File: src/rtl/gate_lane_arbiter_if.sv
`default_nettype none
// +--------------------------------------------------------------------+
// | gate_lane_arbiter_if : lane sensors, PIN entry and gate status bus |
// | Revision 1.0                                                       |
// +--------------------------------------------------------------------+
interface gate_lane_arbiter_if;
    logic        s01_a;
    logic        s01_b;
    logic [15:0] pin_a;
    logic [15:0] pin_b;
    logic        pin_vld_a;
    logic        pin_vld_b;
    logic [15:0] rghtpss;
    logic        s02;
    logic        exit_strb;
    logic [1:0]  grant;
    logic        gate;
    logic        wrong_pin_alarm;
    logic        lock_alarm;
    logic [3:0]  occupancy;
    logic        full;

    modport master (
        output s01_a, s01_b, pin_a, pin_b, pin_vld_a, pin_vld_b,
               rghtpss, s02, exit_strb,
        input  grant, gate, wrong_pin_alarm, lock_alarm, occupancy, full
    );

    modport slave (
        input  s01_a, s01_b, pin_a, pin_b, pin_vld_a, pin_vld_b,
               rghtpss, s02, exit_strb,
        output grant, gate, wrong_pin_alarm, lock_alarm, occupancy, full
    );
endinterface
`default_nettype wire

File: src/rtl/gate_lane_arbiter.sv
`default_nettype none
// +--------------------------------------------------------------------+
// | gate_lane_arbiter : two-lane PIN-gated parking entry with lockout  |
// | Revision 1.0                                                       |
// +--------------------------------------------------------------------+
module gate_lane_arbiter #(
    parameter int MAX_TRIES = 3,
    parameter int CAPACITY  = 8
) (
    input  logic                clk,
    input  logic                rst,
    gate_lane_arbiter_if.slave  bus
);
    localparam logic [2:0] C_MAX_TRIES = 3'(MAX_TRIES);
    localparam logic [3:0] C_CAPACITY  = 4'(CAPACITY);
    localparam logic [1:0] C_GRANT_A   = 2'b01;
    localparam logic [1:0] C_GRANT_B   = 2'b10;
    localparam logic       C_PTR_A     = 1'b0;
    localparam logic       C_PTR_B     = 1'b1;

    typedef enum logic [1:0] {
        ST_IDLE   = 2'd0,
        ST_VERIFY = 2'd1,
        ST_OPEN   = 2'd2,
        ST_LOCK   = 2'd3
    } state_t;

    state_t      state_q, state_d;
    logic [1:0]  grant_q, grant_d;
    logic        gate_q, gate_d;
    logic        wpa_q, wpa_d;
    logic        lock_q, lock_d;
    logic [2:0]  tries_q, tries_d;
    logic        ptr_q, ptr_d;
    logic [3:0]  occ_q, occ_d;
    logic        full_q, full_d;

    logic        w_sel_vld;
    logic [15:0] w_sel_pin;
    logic        w_sel_s01;
    logic        w_inc;
    logic [2:0]  w_tries_inc;

    // Only the granted lane's sensor and keypad are observed
    always_comb begin
        w_sel_vld = 1'b0;
        w_sel_pin = 16'h0000;
        w_sel_s01 = 1'b0;
        if (grant_q[0]) begin
            w_sel_vld = bus.pin_vld_a;
            w_sel_pin = bus.pin_a;
            w_sel_s01 = bus.s01_a;
        end else if (grant_q[1]) begin
            w_sel_vld = bus.pin_vld_b;
            w_sel_pin = bus.pin_b;
            w_sel_s01 = bus.s01_b;
        end
    end

    assign w_tries_inc = tries_q + 3'd1;

    always_comb begin
        state_d = state_q;
        grant_d = grant_q;
        gate_d  = gate_q;
        wpa_d   = 1'b0;
        lock_d  = lock_q;
        tries_d = tries_q;
        ptr_d   = ptr_q;
        w_inc   = 1'b0;
        case (state_q)
            ST_IDLE: begin
                if (!full_q) begin
                    if (bus.s01_a && bus.s01_b) begin
                        grant_d = (ptr_q == C_PTR_B) ? C_GRANT_A : C_GRANT_B;
                        tries_d = 3'd0;
                        state_d = ST_VERIFY;
                    end else if (bus.s01_a) begin
                        grant_d = C_GRANT_A;
                        tries_d = 3'd0;
                        state_d = ST_VERIFY;
                    end else if (bus.s01_b) begin
                        grant_d = C_GRANT_B;
                        tries_d = 3'd0;
                        state_d = ST_VERIFY;
                    end
                end
            end
            ST_VERIFY: begin
                if (w_sel_vld) begin
                    if (w_sel_pin == bus.rghtpss) begin
                        gate_d  = 1'b1;
                        tries_d = 3'd0;
                        state_d = ST_OPEN;
                    end else begin
                        wpa_d   = 1'b1;
                        tries_d = w_tries_inc;
                        if (w_tries_inc >= C_MAX_TRIES) begin
                            lock_d  = 1'b1;
                            state_d = ST_LOCK;
                        end
                    end
                end else if (!w_sel_s01) begin
                    grant_d = 2'b00;
                    tries_d = 3'd0;
                    state_d = ST_IDLE;
                end
            end
            ST_OPEN: begin
                if (bus.s02) begin
                    gate_d  = 1'b0;
                    grant_d = 2'b00;
                    ptr_d   = grant_q[1] ? C_PTR_B : C_PTR_A;
                    w_inc   = 1'b1;
                    state_d = ST_IDLE;
                end
            end
            ST_LOCK: begin
                gate_d = 1'b0;
            end
            default: begin
                state_d = ST_IDLE;
                grant_d = 2'b00;
                gate_d  = 1'b0;
            end
        endcase
    end

    // A simultaneous entry and exit cancel out
    always_comb begin
        occ_d = occ_q;
        if (w_inc && !bus.exit_strb) begin
            if (occ_q < C_CAPACITY) occ_d = occ_q + 4'd1;
        end else if (bus.exit_strb && !w_inc) begin
            if (occ_q != 4'd0) occ_d = occ_q - 4'd1;
        end
        full_d = (occ_d == C_CAPACITY);
    end

    always_ff @(posedge clk or posedge rst) begin
        if (rst) begin
            state_q <= ST_IDLE;
            grant_q <= 2'b00;
            gate_q  <= 1'b0;
            wpa_q   <= 1'b0;
            lock_q  <= 1'b0;
            tries_q <= 3'd0;
            ptr_q   <= C_PTR_B;
            occ_q   <= 4'd0;
            full_q  <= 1'b0;
        end else begin
            state_q <= state_d;
            grant_q <= grant_d;
            gate_q  <= gate_d;
            wpa_q   <= wpa_d;
            lock_q  <= lock_d;
            tries_q <= tries_d;
            ptr_q   <= ptr_d;
            occ_q   <= occ_d;
            full_q  <= full_d;
        end
    end

    assign bus.grant           = grant_q;
    assign bus.gate            = gate_q;
    assign bus.wrong_pin_alarm = wpa_q;
    assign bus.lock_alarm      = lock_q;
    assign bus.occupancy       = occ_q;
    assign bus.full            = full_q;
endmodule
`default_nettype wire

File: src/flat_wrapper.sv
// flat-port wrapper written by rule: the top's interface ports become plain ports
module gate_lane_arbiter_flat 
#(
    parameter int MAX_TRIES = 3,
    parameter int CAPACITY  = 8
)
  (clk, rst, bus_s01_a, bus_s01_b, bus_pin_a, bus_pin_b, bus_pin_vld_a, bus_pin_vld_b, bus_rghtpss, bus_s02, bus_exit_strb, bus_grant, bus_gate, bus_wrong_pin_alarm, bus_lock_alarm, bus_occupancy, bus_full);
  gate_lane_arbiter_if bus_i ();
  input  logic clk;
  input  logic rst;
  input wire logic [$bits(bus_i.s01_a)-1:0] bus_s01_a;
  input wire logic [$bits(bus_i.s01_b)-1:0] bus_s01_b;
  input wire logic [$bits(bus_i.pin_a)-1:0] bus_pin_a;
  input wire logic [$bits(bus_i.pin_b)-1:0] bus_pin_b;
  input wire logic [$bits(bus_i.pin_vld_a)-1:0] bus_pin_vld_a;
  input wire logic [$bits(bus_i.pin_vld_b)-1:0] bus_pin_vld_b;
  input wire logic [$bits(bus_i.rghtpss)-1:0] bus_rghtpss;
  input wire logic [$bits(bus_i.s02)-1:0] bus_s02;
  input wire logic [$bits(bus_i.exit_strb)-1:0] bus_exit_strb;
  output wire logic [$bits(bus_i.grant)-1:0] bus_grant;
  output wire logic [$bits(bus_i.gate)-1:0] bus_gate;
  output wire logic [$bits(bus_i.wrong_pin_alarm)-1:0] bus_wrong_pin_alarm;
  output wire logic [$bits(bus_i.lock_alarm)-1:0] bus_lock_alarm;
  output wire logic [$bits(bus_i.occupancy)-1:0] bus_occupancy;
  output wire logic [$bits(bus_i.full)-1:0] bus_full;
  assign bus_i.s01_a = bus_s01_a;
  assign bus_i.s01_b = bus_s01_b;
  assign bus_i.pin_a = bus_pin_a;
  assign bus_i.pin_b = bus_pin_b;
  assign bus_i.pin_vld_a = bus_pin_vld_a;
  assign bus_i.pin_vld_b = bus_pin_vld_b;
  assign bus_i.rghtpss = bus_rghtpss;
  assign bus_i.s02 = bus_s02;
  assign bus_i.exit_strb = bus_exit_strb;
  assign bus_grant = bus_i.grant;
  assign bus_gate = bus_i.gate;
  assign bus_wrong_pin_alarm = bus_i.wrong_pin_alarm;
  assign bus_lock_alarm = bus_i.lock_alarm;
  assign bus_occupancy = bus_i.occupancy;
  assign bus_full = bus_i.full;
  gate_lane_arbiter #(.MAX_TRIES(MAX_TRIES), .CAPACITY(CAPACITY)) u_core (.clk(clk), .rst(rst), .bus(bus_i));
endmodule
File: config.mk
export PLATFORM = sky130hd
export DESIGN_NAME = gate_lane_arbiter_flat
export DESIGN_NICKNAME = d
export VERILOG_FILES = /design/src/rtl/gate_lane_arbiter_if.sv /design/src/rtl/gate_lane_arbiter.sv /design/src/flat_wrapper.sv
export SDC_FILE = /design/constraint.sdc
export NUM_CORES = 1
export LEC_CHECK = 0
export ABC_AREA = 1
export BUFFER_PORTS_ARGS = -buffer_cell sky130_fd_sc_hd__buf_2
export CORE_UTILIZATION = 53
export DETAILED_ROUTE_END_ITERATION = 7
export PLACE_DENSITY = 0.95
export SLEW_MARGIN = 20
export SYNTH_ARGS = -nofsm -noshare
export SYNTH_HDL_FRONTEND = slang
export SYNTH_SLANG_ARGS = --single-unit
File: constraint.sdc
create_clock -name clk -period 2.95 [get_ports clk]
set_clock_uncertainty 0.2 [all_clocks]
set_input_delay 0.4425 -clock clk [delete_from_list [all_inputs] [get_ports clk]]
set_output_delay 0.4425 -clock clk [all_outputs]
set_load 0.1 [all_outputs]
======== Word-level counts from Yosys, hierarchy flattened ========
Index checks and enable logic that the tools add are counted.
storage, ports and cells
  bits in registers ....................... 16
  input port bits ......................... 56
  output and inout bits ................... 10
  logic and storage cells ................. 90
cells by class
  add/sub/neg operators ................... 3
  order comparisons ....................... 2
  eq/ne operators ......................... 14
  multiplexer cells ....................... 45
  bitwise gates (word level) .............. 1
  reduce and logical (&&, ||, !) cells .... 16
operators by type and width
  kind                                                                                  count
  16-bit 2-to-1 mux                                                                     2
  2-bit 2-to-1 mux                                                                      15
  3-bit 2-to-1 mux                                                                      7
  16-bit == test                                                                        1
  4-bit 2-to-1 mux                                                                      4
  1-bit 2-to-1 mux                                                                      13
  2-bit one-hot mux with 3 select lines                                                 2
  4-bit AND reduction                                                                   3
  6-bit AND reduction                                                                   2
  2-bit != test (second input constant)                                                 4
  3-bit one-hot mux with 2 select lines                                                 1
  3-bit nonzero test                                                                    2
  4-bit by 1-bit adder with 4-bit output (second input constant)                        1
  2-bit == test (second input constant)                                                 2
  4-bit == test (second input constant)                                                 1
  4-bit less-than comparator (second input constant)                                    1
  2-bit by 1-bit != test with 1-bit output (second input constant)                      2
  4-bit by 3-bit != test with 1-bit output (second input constant)                      1
  4-bit != test (second input constant)                                                 1
  4-bit nonzero test                                                                    1
  4-bit by 1-bit subtractor with 4-bit output (second input constant)                   1
  3-bit by 1-bit adder with 3-bit output (second input constant)                        1
  3-bit by 2-bit greater-or-equal comparator with 1-bit output (second input constant)  1
  1-bit logical AND                                                                     3
  other kinds (8)                                                                       9

======== Longest topological paths before layout ========
  depth after elaboration ................. 7
  mapped depth ............................ 15
  depth with buffers taken out ............ 14

======== Worst setup path before layout ========
No wires, ideal clock.
  kind .................................... reg2reg
  from .................................... reg u_core.occ_q[0], in the netlist u_core.bus.occupancy[0]
  to ...................................... reg u_core.full_q, in the netlist u_core.bus.full
  library setup time ...................... 101 ps
  data arrival time ....................... 2203 ps
  data required time ...................... 2649 ps
  slack ................................... 446 ps
  stages on the path, launching flop included .. 11
  buffers on the path ..................... 0
  clock period less this slack ............ 2504 ps
  path through ............................ dfrtp_1 inv_1 ha_1 inv_1 nor2_1 nand2_1 nand2_1 o21ai_1 xor2_1 inv_1 nor4_1
between the ends
  word-level cells in the longest chain between the ends .. 5
  elaborated cells between the ends (all ways) .. 9
  classes of those cells .................. 2 x add/sub; 1 x order compare; 1 x eq/ne; 4 x mux; 1 x reduce/logical
ends and longest elaborated chain
  what                                                                               line                      RTL
  start, declared                                                                    gate_lane_arbiter.sv:35   logic [3:0] occ_q, occ_d;
  start signal, assigned                                                             gate_lane_arbiter.sv:149  occ_q <= 4'd0;
  start signal, assigned                                                             gate_lane_arbiter.sv:159  occ_q <= occ_d;
  4-bit by 1-bit subtractor with 4-bit output or 4-bit nonzero test (tied branches)  gate_lane_arbiter.sv:135  if (occ_q != 4'd0) occ_d = occ_q - 4'd1;
  4-bit 2-to-1 mux                                                                   gate_lane_arbiter.sv:135
  4-bit 2-to-1 mux                                                                   gate_lane_arbiter.sv:134  end else if (bus.exit_strb && !w_inc) begin
  4-bit 2-to-1 mux *                                                                 gate_lane_arbiter.sv:132  if (w_inc && !bus.exit_strb) begin
  named net u_core.occ_d[0]                                                          gate_lane_arbiter.sv:35
  4-bit == test *                                                                    gate_lane_arbiter.sv:137  full_d = (occ_d == C_CAPACITY);
  named net u_core.full_d                                                            gate_lane_arbiter.sv:36   logic full_q, full_d;
  end signal, assigned                                                               gate_lane_arbiter.sv:160  full_q <= full_d;
  end, declared                                                                      gate_lane_arbiter.sv:36
The timed path passes the listed nets; every way through them passes the cells marked *.
A chain may end at the register's enable or synchronous reset.

======== Worst setup path after layout ========
  from .................................... reg u_core.grant_q[1], in the netlist u_core.bus.grant[1]
  to ...................................... out bus_grant[1]
RTL lines
  what                    line                      RTL
  start, declared         gate_lane_arbiter.sv:29   logic [1:0] grant_q, grant_d;
  start signal, assigned  gate_lane_arbiter.sv:153  grant_q <= grant_d;
  end, declared           flat_wrapper.sv:20        output wire logic [$bits(bus_i.grant)-1:0] bus_grant;
No word-level cell between the ends.

==> results.toml <==
[synthesis]
yosys.area_share.adder_pct = 6.06
synth_edf_count = 0
async_flop_share_pct = 100
synth_largest_type_area_fraction_pct = 23.2
ys_ff_latch = 16
synth_top_flop_cell = "sky130_fd_sc_hd__dfrtp_1"
post-synth-top-area-cell = "sky130_fd_sc_hd__nand2_1"
synth-compound-area-share_pct = 6.67
yosysSeqAreaShare_pct = 24.3
synth.avg_cell_area_um2 = 6.19
syn-num-nets = 331
dominant_combinational_cell_family_by_area_after_synthesis = "simple AND/OR/NAND/NOR gates"
yosysWarningCount = 0
synth.distinct_cells = 29
post_synth_mux_area_share_pct = 0
synthCells = 267
yosys.area_share.simple_pct = 48.3
top_cells_by_area_in_the_synthesized_netlist = "sky130_fd_sc_hd__nand2_1 (23%), sky130_fd_sc_hd__dfrtp_1 (23%), sky130_fd_sc_hd__nand3_1 (9.1%)"
mappedNetlistArea_um2 = 1650
synth_xor_area_share_pct = 1.59

[sta]
worstMarginPinSlew_ns = 0.627
fin_worst_hold_slack_ns = -0.00368
finalCriticalPeriod_ns = 2.24
fmax_mhz = 446
rsz0062_at_grt = "false"
min_period_over_period_pct = 76.0
worst_slew_margin_rel_pct = 58.2
finalHoldViolCount = 6
setup-tns-final_ns = 0
maxSlewViolCount = 0
fin_ws_ns = 0.707
report.final.setup_viol = 0

[floorplanning]
design.core.area_um2 = 2850
initial_core_util_pct = 57.9
num_rows = 19
die-area_um2 = 3340
die-height_um = 57.8
dieWidth_um = 57.8
ioPinCount = 66

[placement]
setup_slack_after_placement_ns = 0.807
dpl.hpwl_mm = 2.93
routabilityCongestion = 0.804
io_buffers = 65

[global_route]
groute.layer.met2.usage_pct = 44.8
grt_most_used_layer = "met2"
maximum_number_of_pins_on_one_net_before_global_route_repair = 19
grt_util_met3_pct = 3.79
groute.usage.overall_pct = 23.1
first_pass_grt_wire_length_mm = 6.16
grt_use_met1_pct = 27.3
globalRouteOverflowTotal = 0
first_global_vias = 1564
antenna_found_initial = 0

[power_and_ir_drop]
netSwitchingPower_mw = 1.16
power_density_nw_per_um2 = 948
internal_power_uw = 735
sw_frac_of_total_pct = 61.1
vdd.ir_drop.worst_uv = 798
pwr-share-seq_pct = 22.4
leakage_nw = 1.25
combPwrFrac_pct = 69.8
share_clk_of_total_power_pct = 7.8

[cells_and_area]
post_route_cells_drive_above_1_share_pct = 28.6
antenna-diode-count = 0
finish.net_count = 397
mostFrequentLayoutCells = "sky130_fd_sc_hd__nand2_1 (102), sky130_fd_sc_hd__buf_2 (65), sky130_fd_sc_hd__inv_1 (38)"
areaGrowthSynthToFinish_pct = 20.8
fill_cells = 255
layout_commonest_cell = "sky130_fd_sc_hd__nand2_1"

[worst_setup_path]
critPathTopFamily = "flip-flops"
critical_path_fanouts_max = 18
critical_path_class = "reg -> out"
worstSetupStartpoint = "u_core.bus.grant[1]"
critical_path.endpoint_type = "primary output"
cp_cell_sequence = "buf_2"
timing.critical_path.arrival_ns = 1.60
worst_path_largest_cell_delay_ns = 0.76
critical_path.startpoint_type = "register"
number_of_buffer_and_inverter_instances_along_the_worst_setup_path = 1
critPathSlowestCell = "sky130_fd_sc_hd__dfrtp_1"
cp_required_ns = 2.31
r2r_start = "u_core.bus.grant[1]"

[clock_tree]
clock_sinks = 16
post-cts-setup-buffers = 0
ctsHoldBuffers = 0
cts_resized = 0
cts_inserted_buffers = 3
cts-htree-levels = 1
ctsLongestPathBuffers = 2
clock_latency_ns = 0.29
cts_tree = "yes"
cts_root_buffer = "sky130_fd_sc_hd__clkbuf_4"
clk_transition_reported_paths_ns = 0.10

[flow_run]
max_cap_viol_count = 0

[min_path]
hold_path.class = "in -> async"

[routing]
drtPass1Iterations = 7
antenna_violating_nets_post_route = 0
drt_wl_total_mm = 3.67
drt-initial-drc-count = 112
residual_drc_count = 8
wirelength_per_cell_um = 10.1
num_vias = 1784
routed_via_density = 4.91

[run_status]
failed_checks = "DRC, hold timing"
status = "finished, violations left"
==> final cells by class <==
cell class                 instances  area, um^2  share of cell area, %
multi-input combinational        206        1030                   51.9
clock buffer                       4        36.3                   1.82
inverter                          40         150                   7.53
sequential                        16         402                   20.1
timing repair buffer              66         333                   16.7
tap                               31        38.8                   1.94
==> routing by layer <==
layer / share of wire, % / up-vias
met2: 49 / 53
met3: 6.8 / 2
met4: 0.22 / 0
met5: 0 / -
met1: 44 / 762
li1: - / 967
==> cell usage after synthesis (all sizes together) (2+ instances only) <==
cell type    n
ha           8
nand3b       2
nand2      111
buf          5
nor2        22
dfrtp       15
xor2         3
nand3       37
inv         40
o21ai       10
a21oi        3
==> sequential cells by signal, summed over array words and instances, names as in the netlist <==
register,count
u_core.bus.full,1
u_core.bus.gate,1
u_core.bus.grant,2
u_core.bus.lock_alarm,1
u_core.bus.occupancy,4
u_core.bus.wrong_pin_alarm,1
u_core.ptr_q,1
u_core.state_q,2
u_core.tries_q,3
==> cells by family after synthesis <==
group	count (synthesis)
AO/OA/AOI/OAI	19
XOR/XNOR	3
adder cells (fa/ha/maj)	8
buffers and inverters	45
flip-flops	16
AND/OR/NAND/NOR	176
==> final timing paths <==
kind,endpoint,slack (ns),cells past startpoint
worst max-delay path,bus_grant[1],0.71,1
worst min-delay path,u_core.tries_q[0],-0.004,2
worst max register to register,u_core.state_q[0],0.75,13
worst min register to register,u_core.bus.lock_alarm,0.29,1
max in group asynchronous,u_core.bus.wrong_pin_alarm,2.15,2
min in group clk,u_core.ptr_q,0.26,3
==> per-stage QoR <==
stage / utilization [%] / instances / instance area, um^2 / hold WS [ns] / power, mW
6_report: 69.9 / 363 / 1990 / -0.00368 / 1.89
4_1_cts: 69.9 / 363 / 1990 / 0.0187 / 1.89
2_1_floorplan: - / 267 / 1650 / 0.156 / 1.53
3_3_place_gp: 68.6 / 359 / 1960 / 0.265 / 1.70
3_5_place_dp: 68.6 / 359 / 1960 / 0.269 / 1.74
5_1_grt: 69.9 / 363 / 1990 / 0.0416 / 2.06
==> power groups by stage <==
stage	registers [mW]	logic, mW	clock network (mW)
2_1_floorplan	0.811	0.722	0
3_5_place_dp	0.426	1.31	0
6_report	0.424	1.32	0.148
4_1_cts	0.424	1.32	0.151
5_1_grt	0.439	1.46	0.162
3_3_place_gp	0.426	1.27	0
Note: power is estimated with default switching activity, not from simulation.
